$ cat src/rtl/mips_pipe_pkg.sv
// Shared definitions for the MIPS pipeline stages.
package mips_pipe_pkg;

    localparam int unsigned WORD_W  = 32;
    localparam int unsigned JADDR_W = 26;
    localparam int unsigned STATE_W = 1;

    typedef logic [WORD_W-1:0] word_t;

    localparam logic [STATE_W-1:0] ST_FETCH  = 1'b0;
    localparam logic [STATE_W-1:0] ST_SQUASH = 1'b1;

    localparam word_t RESET_PC_DEF = 32'h0000_0000;
    localparam word_t NOP_INST_DEF = 32'h0000_0000;

endpackage

$ cat src/rtl/next_pc_sel.sv
// Redirect detection and target priority mux (branch > jr > jump).
module next_pc_sel
    import mips_pipe_pkg::*;
(
    input  logic                 branch_taken,
    input  logic [WORD_W-1:0]    branch_target,
    input  logic                 jr,
    input  logic [WORD_W-1:0]    jr_target,
    input  logic                 jump,
    input  logic [JADDR_W-1:0]   jmp_adrs,
    input  logic [WORD_W-1:0]    pc_id,
    output logic                 redirect_c,
    output logic [WORD_W-1:0]    target_c
);

    // Only the region bits of the ID-stage PC form part of a jump target.
    logic unused_pc_id;
    assign unused_pc_id = ^pc_id[27:0];

    // Priority select of the redirect target.
    always_comb begin
        redirect_c = branch_taken | jr | jump;
        target_c   = {pc_id[31:28], jmp_adrs, 2'b00};
        if (branch_taken) begin
            target_c = branch_target;
        end else if (jr) begin
            target_c = jr_target;
        end
    end

endmodule

$ cat src/rtl/if_fetch_stage.sv
// Instruction fetch stage: PC register, next-PC selection, imem handshake
// and the outputs consumed by the IF/ID register.
module if_fetch_stage
    import mips_pipe_pkg::*;
#(
    parameter logic [31:0] RESET_PC = RESET_PC_DEF,
    parameter logic [31:0] NOP_INST = NOP_INST_DEF
) (
    input  logic        Clk,
    input  logic        Rst_n,
    input  logic        IF_stall,
    input  logic        Branch_taken,
    input  logic [31:0] Branch_target,
    input  logic        Jump,
    input  logic [25:0] Jmp_Adrs_ID,
    input  logic [31:0] PC_ID,
    input  logic        Jr,
    input  logic [31:0] Jr_target,
    output logic        Imem_req,
    output logic [31:0] Imem_addr,
    input  logic        Imem_ready,
    input  logic [31:0] Imem_rdata,
    output logic [31:0] Inst,
    output logic [31:0] PC_4,
    output logic        Inst_valid,
    output logic        IF_Flush
);

    logic [STATE_W-1:0] state_q, state_d;
    word_t              pc_q, pc_d;
    word_t              squash_addr_q, squash_addr_d;
    word_t              inst_q, inst_d;
    word_t              pc_4_q, pc_4_d;
    logic               inst_valid_q, inst_valid_d;
    logic               if_flush_q, if_flush_d;

    logic               redirect_c;
    word_t              target_c;
    word_t              pc_plus4_c;
    logic               imem_req_c;
    logic               xfer_c;

    next_pc_sel u_next_pc_sel (
        .branch_taken  (Branch_taken),
        .branch_target (Branch_target),
        .jr            (Jr),
        .jr_target     (Jr_target),
        .jump          (Jump),
        .jmp_adrs      (Jmp_Adrs_ID),
        .pc_id         (PC_ID),
        .redirect_c    (redirect_c),
        .target_c      (target_c)
    );

    // Request is suppressed only while holding a valid instruction under stall;
    // a stale request being drained is never withdrawn.
    always_comb begin
        pc_plus4_c = pc_q + WORD_W'(4);
        imem_req_c = Rst_n & ((state_q == ST_SQUASH) | !(IF_stall & inst_valid_q));
        xfer_c     = imem_req_c & Imem_ready;
    end

    assign Imem_req  = imem_req_c;
    assign Imem_addr = (state_q == ST_SQUASH) ? squash_addr_q : pc_q;

    // Next-state and next-output logic for the FETCH/SQUASH machine.
    always_comb begin
        state_d       = state_q;
        pc_d          = pc_q;
        squash_addr_d = squash_addr_q;
        inst_d        = inst_q;
        pc_4_d        = pc_4_q;
        inst_valid_d  = inst_valid_q;
        if_flush_d    = 1'b0;

        if (state_q == ST_FETCH) begin
            if (redirect_c) begin
                pc_d         = target_c;
                if_flush_d   = 1'b1;
                inst_d       = NOP_INST;
                inst_valid_d = 1'b0;
                // An outstanding request must finish at its old address.
                if (imem_req_c && !Imem_ready) begin
                    squash_addr_d = pc_q;
                    state_d       = ST_SQUASH;
                end
            end else if (IF_stall && inst_valid_q) begin
                if_flush_d = 1'b0;
            end else if (xfer_c) begin
                inst_d       = Imem_rdata;
                pc_4_d       = pc_plus4_c;
                inst_valid_d = 1'b1;
                pc_d         = pc_plus4_c;
            end else begin
                inst_d       = NOP_INST;
                inst_valid_d = 1'b0;
            end
        end else begin
            inst_d       = NOP_INST;
            inst_valid_d = 1'b0;
            if (redirect_c) begin
                pc_d       = target_c;
                if_flush_d = 1'b1;
            end
            // Stale data is dropped; the new PC is fetched next.
            if (Imem_ready) begin
                state_d = ST_FETCH;
            end
        end
    end

    // State and output registers with synchronous active-low reset.
    always_ff @(posedge Clk) begin
        if (!Rst_n) begin
            state_q       <= ST_FETCH;
            pc_q          <= RESET_PC;
            squash_addr_q <= RESET_PC;
            inst_q        <= NOP_INST;
            pc_4_q        <= '0;
            inst_valid_q  <= 1'b0;
            if_flush_q    <= 1'b0;
        end else begin
            state_q       <= state_d;
            pc_q          <= pc_d;
            squash_addr_q <= squash_addr_d;
            inst_q        <= inst_d;
            pc_4_q        <= pc_4_d;
            inst_valid_q  <= inst_valid_d;
            if_flush_q    <= if_flush_d;
        end
    end

    assign Inst       = inst_q;
    assign PC_4       = pc_4_q;
    assign Inst_valid = inst_valid_q;
    assign IF_Flush   = if_flush_q;

endmodule

$ cat config.mk
export PLATFORM = sky130hd
export DESIGN_NAME = if_fetch_stage
export DESIGN_NICKNAME = d
export VERILOG_FILES = /design/src/rtl/mips_pipe_pkg.sv /design/src/rtl/next_pc_sel.sv /design/src/rtl/if_fetch_stage.sv
export SDC_FILE = /design/constraint.sdc
export NUM_CORES = 1
export LEC_CHECK = 0
export BUFFER_PORTS_ARGS = -buffer_cell sky130_fd_sc_hd__buf_2
export CORE_MARGIN = 3
export CORE_UTILIZATION = 49
export DETAILED_ROUTE_END_ITERATION = 10
export PLACE_DENSITY = 0.77
export SYNTH_ARGS = -nofsm -noshare
export SYNTH_HDL_FRONTEND = slang
export SYNTH_SLANG_ARGS = --single-unit
$ cat constraint.sdc
create_clock -name Clk -period 2.55 [get_ports Clk]
set_input_delay 0.1275 -clock Clk [delete_from_list [all_inputs] [get_ports Clk]]
set_output_delay 0.1275 -clock Clk [all_outputs]
set_load 0.03 [all_outputs]
---- After elaboration in Yosys (flattened, before gate mapping) ----
Index checks and enable logic that the tools add are counted.
storage, ports and cells
  register bits after elaboration ......... 131
  input bits .............................. 161
  output and inout port bits .............. 99
  logic and storage cells ................. 44
operators by class
  add/sub/neg operators ................... 1
  equality and inequality tests ........... 2
  muxes and demuxes ....................... 15
  bitwise logic cells ..................... 10
  reduce and logical (&&, ||, !) cells .... 9
operators with widths
  cell                                            count
  two-way mux 32 bit                              9
  adder 32 x 3 -> 32 bit (second input constant)  1
  two-way mux 1 bit                               6
  AND reduction 3 bit                             2
  NOT 1 bit                                       4
  AND reduction 4 bit                             1
  AND 1 bit                                       3
  OR 1 bit                                        3
  OR reduction 3 bit                              1
  logical AND 1 bit                               2
  zero test 1 bit                                 2
  != test 2 x 1 -> 1 bit (second input constant)  1
  != test 2 bit (second input constant)           1
  nonzero test 2 bit                              1

---- Longest topological paths before layout ----
Gate-level depths: netlist (run 1).
  depth in word-level cells ............... 9
  depth in mapped cells ................... 8
  gate-level depth less buffers ........... 6

---- Hierarchy ----
A second synthesis (run 1) with hierarchy kept.
unflattened totals
  cell total of the unflattened synthesis .. 819
  area, all modules ....................... 6680.2 um^2
by module, submodules not included
  module          instances  cells each  area an instance (um^2)  seq. area each (um^2)
  if_fetch_stage  1          714         5973.2                   2622.5
  next_pc_sel     1          105         706.9                    0.0

---- Worst setup path after synthesis (run 1) ----
No wires, ideal clock.
  path type ............................... register to register
  start point ............................. register pc_q[2]
  end point ............................... register pc_q[26]
  arrival ................................. 1.784 ns
  required time ........................... 2.471 ns
  path slack .............................. 0.687 ns
  stages on the path, launching flop included .. 7
  path buffers ............................ 0
  period minus slack after synthesis ...... 1.863 ns
  cells stage by stage .................... dfxtp_1 -> ha_1 -> nand3_1 -> nor3_1 -> nand4_1 -> or3_1 -> o211ai_1
between the ends
  cells in the longest elaborated chain, start to end .. 5
ends and longest elaborated chain
  item                    RTL line               RTL
  start, declared         if_fetch_stage.sv:30   word_t pc_q, pc_d;
  start signal, assigned  if_fetch_stage.sv:124  pc_q <= pc_d;
  adder 32 x 3 -> 32 bit  if_fetch_stage.sv:58   pc_plus4_c = pc_q + WORD_W'(4);
  two-way mux 32 bit      if_fetch_stage.sv:89   end else if (xfer_c) begin
  two-way mux 32 bit      if_fetch_stage.sv:87   end else if (IF_stall && inst_valid_q) begin
  two-way mux 32 bit      if_fetch_stage.sv:77   if (redirect_c) begin
  two-way mux 32 bit      if_fetch_stage.sv:76   if (state_q == ST_FETCH) begin
No other way between the ends. The select of a mux whose other input is x is not followed.
A chain may end at the register's enable or synchronous reset.

---- Final worst setup path (run 1) ----
  start point ............................. input port Imem_ready
  end point ............................... register pc_q[12]
between the ends
  cells in the longest elaborated chain, start to end .. 3
ends and longest elaborated chain
  item                           RTL line              RTL
  start, declared                if_fetch_stage.sv:21  input logic Imem_ready,
  AND 1 bit                      if_fetch_stage.sv:60  xfer_c = imem_req_c & Imem_ready;
  nonzero test 2 bit (no line)   -
  AND reduction 3 bit (no line)  -
No other way between the ends.

==> out/metrics.csv, run 1 <==
metric,value,unit
synth.distinct_cells,49,
syn_area_per_cell,7.88,um^2
placementRows,41,
place_ws,510,ps
p_leak,0.00373,uW
syn-cell-area,0.00645,mm^2
io_pins,260,
synth_adder_area_share,0.194,%
dp_hpwl,15.6,mm
layout_commonest_cell,buf_2,
ys_ff_latch,131,
min-delay-path-class,in2reg,
detail_route.vias_per_cell,5.74,
crit_slowest_cell,dlygate4sd3_1,
cts_hold_buf,35,
synth_compound_area_share,22.3,%
synth_top_area_share,40.7,%
clock_skew,6.43,ps
synth_top_cell_by_area,dfxtp_1,
fmax,455,MHz
drv_cap,0,
worst_setup_path_start_kind,primary input,
overflow,0,
worst-slew-pin-transition,864,ps
drt-total-wl,22.8,mm
numPortBuffers,231,
cts_tree,built,
clk_latency,430,ps
grt_max_degree,51,
start_util,50.7,%
setup_viol,0,
grt_pass1_vias,6853,
max_stage_delay,540,ps
slew_headroom,42.3,%
synth_top_family_by_area,compound AO/OA/AOI/OAI gates,
die_x,121,um
cts_resized,0,
coreArea,0.0127,mm^2
period_share,86.2,%
synth-edff-count,0,
gp_congestion,0.913,
grtUsageTotal,30.6,%
yosysSeqAreaShare,40.7,%
synthesis.nets,980,
ys_async_sr_fraction,0,%
whs,17.8,ps
crit_family,simple AND/OR/NAND/NOR gates,
worstPathArrival,2540,ps
antenna_found_initial,0,
period_minus_slack,2200,ps
final_cell_mix,"buf_2, nand2_1, dfxtp_1",
crit_fanout,13,
path_buf_inv,2,
finalPower,5550,uW
yosys-top-cells-area,"dfxtp_1, nand2_1, o21ai_0",
wire_per_inst,18.4,um
fin_ws,352,ps
wl_met1,9.08,mm
cpMostUsedCell,nand2_1,
slew_violations,0,
crit_type,in2reg,
syn_inst,818,
ant_nets,0,
htreeDepth,4,
yosys.area_share.simple,21.0,%
crit_chain,"dlygate4sd3_1, buf_2, a21boi_1, nand2_1, nand2_1, nand2_1, o22ai_1",
rsz0062_at_grt,no,
cts-root-buf,clkbuf_16,
clkTransAtPathRegs,60,ps
hold_violations,0,
firstDrtPassIters,5,
first_iter_violations,640,
die_area,0.0146,mm^2
synth_ff_type,dfxtp_1,
top_layer_used,met4,
dr_wl_met3,1.81,mm
drc,0,
post_cts_buffers,0,
cts.path.max_buffers,2,
powerDensity,640,mW/mm^2
tns,0,ps
end_kind,flop,
finalNetCount,1215,
critPathRequiredTime,2890,ps
nFillCells,1093,
dr_wl_met2,11.2,mm
yosysWarnings,0,
grt_pass1_wl,35.5,mm
syn_to_final_growth,34.5,%
fp.dieH,121,um
vdd_drop_max,474,uV
drive_gt1_share,31.0,%
status,"complete, no violations",
synthXorXnorAreaFrac,3.12,%
numCtsBuffers,17,
synthMuxAreaShare,7.74,%
clkSinkCount,131,
final_util,68.2,%
num_vias,7116,
## sequential cells by signal, indices dropped and copies added (netlist names)
register       count
state_q            1
Inst_valid         1
Inst              32
squash_addr_q     32
PC_4              32
pc_q              32
IF_Flush           1
## worst paths after layout
| path | from | endpoint | slack, ps | cells past startpoint |
|---|---|---|---|---|
| min reg2reg | squash_addr_q[23] | squash_addr_q[23] | 440 | 2 |
| min | Branch_target[10] | pc_q[10] | 20 | 3 |
| max | Imem_ready | pc_q[12] | 350 | 7 |
| max reg2reg | state_q | pc_q[12] | 420 | 5 |
## worst min-delay path, cell delays in order
cell and delay [ps]:
buf_2 80, a21oi_1 60, o22ai_1 130
## power breakdown
group          internal (uW)  leakage (uW)  switching, uW
registers               2130       0.00107           95.8
logic                    341       0.00238            488
clock network           1520      0.000282            976
total                   3990       0.00373           1560
## metal layers
layer	vias up	track usage [%]
li1	3389	-
met1	3310	37.6
met2	357	51.1
met3	60	7.76
met4	0	13.0
met5	-	0
## synthesized netlist by cell type, types with 5 or more instances
cell / n
nand2_1: 134
dfxtp_1: 131
o21ai_0: 83
nor2_1: 67
clkbuf_1: 53
a21oi_1: 52
a22oi_1: 42
mux2_2: 31
nand3_1: 29
o22ai_1: 18
nor3_1: 17
buf_2: 16
mux2i_1: 15
xor2_1: 15
and3_1: 12
a211oi_1: 10
nand4_1: 9
buf_1: 8
xnor2_1: 8
o21ai_1: 6
o31a_1: 6
or3_1: 6
nor4_1: 5
## stage by stage
| step | area, um^2 | cells |
|---|---|---|
| final | 8670 | 1239 |
| after global routing | 8670 | 1238 |
| after CTS | 8670 | 1238 |
| after detailed placement | 7720 | 1171 |
| after global placement | 7720 | 1171 |
| after floorplan | 6450 | 818 |
## logic make-up after synthesis
kind of cell	Yosys count
buffers and inverters	81
DFF	131
and+or+nand+nor	298
muxes	46
AOI/OAI and AO/OA	238
adders and majority gates	1
xor gates and xnor gates	23
## cell type report
| class | instances | area [um^2] | area share [%] |
|---|---|---|---|
| inverters | 4 | 15.0 | 0.173 |
| diodes | 1 | 2.50 | 0.0289 |
| repair buffers | 293 | 1710 | 19.7 |
| well taps | 172 | 215 | 2.48 |
| clock buffers | 21 | 470 | 5.42 |
| clock inverters | 11 | 126 | 1.46 |
| flip-flops and latches | 131 | 2620 | 30.2 |
| multi-input cells | 606 | 3510 | 40.5 |
Note: power is estimated with default switching activity, not from simulation.
==> inputs of run 2 (changes only) <==
Settings changed: HOLD_SLACK_MARGIN set to 0.1, PLACE_DENSITY 0.77 to 0.76, SYNTH_HIERARCHICAL set to 1.
==> run 2 against run 1 <==
First-iteration DRC count is 28% lower; sequential share of layout area is 1.0 points lower; via count is 3.6% lower; critical endpoint is now pc_q[25]; highest routed layer unchanged; critical path depth is 2 lower; critical path type is now reg2reg; power is 0.20% higher; combinational power is 3.9% higher; clock skew is 0.67 ps lower; hold slack better by 94 ps; synthesized cell count is 0.12% higher.
==> out/metrics.csv, run 2 <==
metric,value,unit,change
n_antenna_cell,0,,-1
setup_viol,0,,unchanged
syn_area_per_cell,8.16,um^2,+3.5%
clkSinkCount,131,,unchanged
grt_max_degree,64,,+25%
post_cts_buffers,0,,unchanged
detail_route.vias_per_cell,5.44,,-5.3%
antenna_found_initial,0,,unchanged
first_iter_violations,458,,-28%
dp_hpwl,14.2,mm,-8.7%
period_minus_slack,2210,ps,+16.6 ps
drc,0,,unchanged
io_pins,260,,unchanged
top_layer_used,met4,,
yosys.cell_count.top_type,dfxtp_1,,
hold_violations,0,,unchanged
wire_per_inst,16.6,um,-9.4%
worstPathArrival,2530,ps,about the same
yosysSeqAreaShare,39.3,%,-1.4 points
numPortBuffers,231,,unchanged
coreArea,0.0133,mm^2,+4.5%
wl_met1,8.77,mm,-3.4%
layout_commonest_cell,buf_2,,
p_leak,0.00393,uW,+5.2%
clk_latency,420,ps,about the same
switchingPower,1480,uW,-5.4%
dr_wl_met2,10.0,mm,-10%
synth_top_cell_by_area,dfxtp_1,,
finalNetCount,1234,,+1.6%
syn-cell-area,0.00668,mm^2,+3.6%
num_vias,6859,,-3.6%
power_frac_seq,39.8,%,-0.3 points
overflow,0,,unchanged
final_cell_mix,"buf_2, dfxtp_1, nand2_1",,
dr_wl_met3,1.88,mm,+3.8%
worst-slew-pin-transition,1170,ps,+301 ps
yosys-top-cells-area,"dfxtp_1, nand2_1, o21ai_0",,
gp_congestion,0.828,,-9.3%
nFillCells,1110,,+1.6%
tns,0,ps,unchanged
yosysWarnings,6,,+6
syn_inst,819,,+0.12%
ant_nets,0,,unchanged
intPower,4090,uW,+2.4%
period_share,86.8,%,+0.65 points
drt-total-wl,21.0,mm,-7.8%
ys_ff_latch,131,,unchanged
clkTransAtPathRegs,60,ps,about the same
fmax,452,MHz,-0.75%
grt_pass1_vias,6639,,-3.1%
vdd_drop_max,424,uV,-11%
synth_ff_type,dfxtp_1,,
grt_pass1_wl,32.6,mm,-8.1%
slew_headroom,22.3,%,-20 points
synthesis.nets,981,,+0.10%
die_area,0.0151,mm^2,+3.4%
crit_type,reg2reg,,
pwr-share-clk,44.7,%,-0.3 points
firstDrtPassIters,5,,unchanged
drv_cap,0,,unchanged
cts_resized,0,,unchanged
max_stage_delay,640,ps,+100 ps
whs,112,ps,+94.3 ps
numCtsBuffers,17,,unchanged
min-delay-path-class,in2reg,,
synth.distinct_cells,59,,+20%
end_kind,flop,,
crit_fanout,8,,-5
cts-root-buf,clkbuf_16,,
cts_hold_buf,44,,+26%
crit_chain,"nand4_4, or4_1, o31a_1, or3_1, and3_1",,
placementRows,42,,+2.4%
synth_top_area_share,39.3,%,-1.4 points
path_buf_inv,0,,-2
critPathRequiredTime,2870,ps,-20 ps
status,"complete, no violations",,
sw_frac_of_total,26.5,%,-1.6 points
slew_violations,0,,unchanged
powerDensity,619,mW/mm^2,-3.3%
grtUsageTotal,27.5,%,-3.1 points
cts.path.max_buffers,2,,unchanged
synthTopCellsByCount,"dfxtp_1, nand2_1, o21ai_0",,
htreeDepth,4,,unchanged
clock_skew,5.77,ps,-0.669 ps
synth-edff-count,0,,unchanged
worst_setup_path_start_kind,flop,,
rsz0062_at_grt,no,,
combPwrFrac,15.5,%,+0.5 points
cts_tree,built,,
drive_gt1_share,31.7,%,+0.75 points
die_x,123,um,+1.7%
syn_to_final_growth,34.5,%,about the same
crit_family,simple AND/OR/NAND/NOR gates,,
fp.dieH,123,um,+1.7%
crit_slowest_cell,or4_1,,
start_util,50.2,%,-0.44 points
ys_async_sr_fraction,0,%,unchanged
-- run 2: worst reg2reg max path: cells and delay by family (launching register included) --
| kind | cells | cell delay (ps) |
|---|---|---|
| AND/OR/NAND/NOR | 4 | 1330 |
| flip-flops | 1 | 520 |
| AO/OA/AOI/OAI | 1 | 260 |
-- run 2: routing by layer --
metal | track usage, % | vias up
met4 | 8.26 | 0
met1 | 32.7 | 3174
met3 | 9.45 | 24
met2 | 47.0 | 296
li1 | - | 3365
met5 | 0 | -
-- run 2: through the flow --
step / std cells / instance area, um^2 / util (%) / setup WS, ps / power, uW
6_report: 1261 / 8980 / 67.6 / 335 / 5560
3_3_place_gp: 1185 / 7940 / 59.7 / 388 / 3040
3_5_place_dp: 1185 / 7940 / 59.7 / 347 / 3050
5_1_grt: 1261 / 8980 / 67.6 / 123 / 5750
4_1_cts: 1261 / 8980 / 67.6 / 340 / 5570
2_1_floorplan: 819 / 6680 / - / 537 / 2790
-- run 2: final timing paths --
check	end	cells after the start	start	slack, ps
setup / recovery	pc_q[25]	5	pc_q[10]	340
setup reg to reg	pc_q[25]	5	pc_q[10]	340
hold reg to reg	PC_4[1]	2	PC_4[1]	450
hold / removal	pc_q[13]	5	Branch_target[13]	110
-- run 2: layout make-up --
cell class / instances / area (um^2) / share of cell area, %
Timing Repair Buffer: 312 / 1890 / 21.0
Sequential cell: 131 / 2620 / 29.2
Tap cell: 176 / 220 / 2.45
Clock buffer: 23 / 508 / 5.65
Multi-Input combinational cell: 603 / 3620 / 40.3
Inverter: 7 / 26.3 / 0.292
Clock inverter: 9 / 100 / 1.11
-- run 2: logic make-up after synthesis --
family,synth area share [%]
adders and majority gates,0.187
AOI/OAI and AO/OA,18.6
xor gates and xnor gates,5.77
and+or+nand+nor,19.6
muxes,9.81
DFF,39.3
buffers and inverters,6.72
-- run 2: power groups by stage --
| stage | logic, uW | clock network [uW] | registers, uW |
|---|---|---|---|
| final | 862 | 2490 | 2210 |
| after floorplan | 557 | 0 | 2230 |
| after global placement | 786 | 0 | 2250 |
| after detailed placement | 797 | 0 | 2250 |
| after CTS | 853 | 2500 | 2210 |
| after global routing | 933 | 2590 | 2220 |
==> inputs of run 3 (changes only) <==
Settings changed: PLACE_DENSITY 0.76 to unset, PLACE_DENSITY_LB_ADDON set to 0.3.
==> run 3 against run 2 <==
Register-to-register slack lost 30 ps; sequential power is essentially flat; via count shrank 0.50%.
==> out/metrics.csv, run 3 (same netlist as run 2, synthesis figures left out) <==
metric,value,unit,change
powerDensity,603,mW/mm^2,-2.5%
worst-slew-pin-transition,1130,ps,-35.5 ps
critPathRequiredTime,2890,ps,+20 ps
clkTransAtPathRegs,50,ps,about the same
clock_skew,5.19,ps,-0.576 ps
final_cell_count_no_fill,1253,,-0.63%
numCtsBuffers,17,,unchanged
firstDrtPassIters,5,,unchanged
min-delay-start,Branch_target[4],,
cts_tree,built,,
slew_violations,0,,unchanged
status,"complete, no violations",,
end_kind,flop,,
worst_setup_path_start_kind,flop,,
numPortBuffers,231,,unchanged
post_cts_buffers,0,,unchanged
hold_violations,0,,unchanged
detail_route.vias_per_cell,5.45,,+0.14%
cts.path.max_buffers,2,,unchanged
rsz0062_at_grt,no,,
period_minus_slack,2240,ps,+28.7 ps
crit_fanout,32,,+24
fin_ws,307,ps,-28.7 ps
overflow,0,,unchanged
final_util,66.8,%,-0.82 points
grt_max_degree,64,,unchanged
clk_latency,420,ps,about the same
die_x,123,um,unchanged
wire_per_inst,16.7,um,+0.49%
placementRows,42,,unchanged
clkSinkCount,131,,unchanged
r2r_cells,4,,-1
period_share,88.0,%,+1.1 points
gp_congestion,0.863,,+4.2%
tns,0,ps,unchanged
hold_end,pc_q[4],,
grt_pass1_wl,32.0,mm,-2.0%
fp.dieH,123,um,unchanged
final_cell_mix,"buf_2, dfxtp_1, nand2_1",,
htreeDepth,4,,unchanged
dp_hpwl,14.1,mm,-0.83%
io_pins,260,,unchanged
rr_startpoint,Inst_valid,,
crit_type,reg2reg,,
grtUsageTotal,27.3,%,-0.27 points
cts-root-buf,clkbuf_16,,
ant_nets,0,,unchanged
num_vias,6825,,-0.50%
whs,118,ps,+6.21 ps
layout_commonest_cell,buf_2,,
crit_family,simple AND/OR/NAND/NOR gates,,
hold_depth,5,,unchanged
first_iter_violations,518,,+13%
reg2reg_setup_slack,310,ps,-30 ps
n_antenna_cell,0,,unchanged
antenna_found_initial,0,,unchanged
path_buf_inv,0,,unchanged
finalNetCount,1227,,-0.57%
coreArea,0.0133,mm^2,unchanged
setup_viol,0,,unchanged
placed_cells_incl_taps,1177,,-0.68%
start_util,50.2,%,unchanged
vdd_drop_max,388,uV,-8.6%
die_area,0.0151,mm^2,unchanged
drt-total-wl,21.0,mm,-0.15%
place_ws,185,ps,-162 ps
fmax,446,MHz,-1.3%
syn_to_final_growth,32.9,%,
drv_cap,0,,unchanged
crit_chain,"a21boi_0, and2_1, a22oi_1, nor2_1",,
p_leak,0.00386,uW,-1.6%
max_stage_delay,980,ps,+340 ps
drc,0,,unchanged
grt_pass1_vias,6274,,-5.5%
r2r_end,Inst[10],,
min-delay-path-class,in2reg,,
slew_headroom,24.7,%,+2.4 points
crit_slowest_cell,and2_1,,
drive_gt1_share,30.6,%,-1.1 points
worstPathArrival,2580,ps,+50 ps
run 3: power breakdown:
group / switching [uW] / leakage, uW / internal, uW
clock: 858 / 0.000274 / 1430
sequential: 92.7 / 0.00107 / 2130
combinational: 480 / 0.00252 / 364
run 3: area by class of cell:
class,count,area [um^2]
Tap cell,176,220
Fill cell,1100,4420
Multi-Input combinational cell,603,3620
Clock buffer,26,499
Sequential cell,131,2620
Clock inverter,5,50.0
Timing Repair Buffer,305,1840
Inverter,7,26.3
run 3: worst max path at each step:
stage / start / end / slack [ps] / cells after the start
floorplan: pc_q[10] / pc_q[25] / 540 / 7
global route: Inst_valid / Inst[10] / 70 / 4
global placement: Jr / pc_q[17] / 180 / 8
CTS: pc_q[4] / pc_q[25] / 370 / 5
detailed placement: Jr / pc_q[17] / 190 / 8
finish: Inst_valid / Inst[10] / 310 / 4
run 3: what timing repair did:
action	in CTS	in global routing
hold buffers	45	0
hold endpoints to repair	44	0
resized for setup	0	0
run 3: stage by stage:
stage          instance area (um^2)  total power, uW
2_1_floorplan                  6680             2790
3_3_place_gp                   7880             3030
3_5_place_dp                   7880             3040
4_1_cts                        8880             5370
5_1_grt                        8880             5550
6_report                       8880             5350
run 3: tightest hold or removal path, delay by kind of cell:
kind	cells	cell delay, ps
compound gates	3	250
buf+inv	1	70
simple gates	1	40
run 3: metal layers:
layer  routed length, um  track usage [%]  up-vias  share of wire, %
met5                   0                0        -                 0
met4                 516             11.4        0               2.5
met3                1750             6.64       45               8.4
met2                9980             44.8      310                48
met1                8700             34.2     3123                42
li1                    -                -     3347                 -
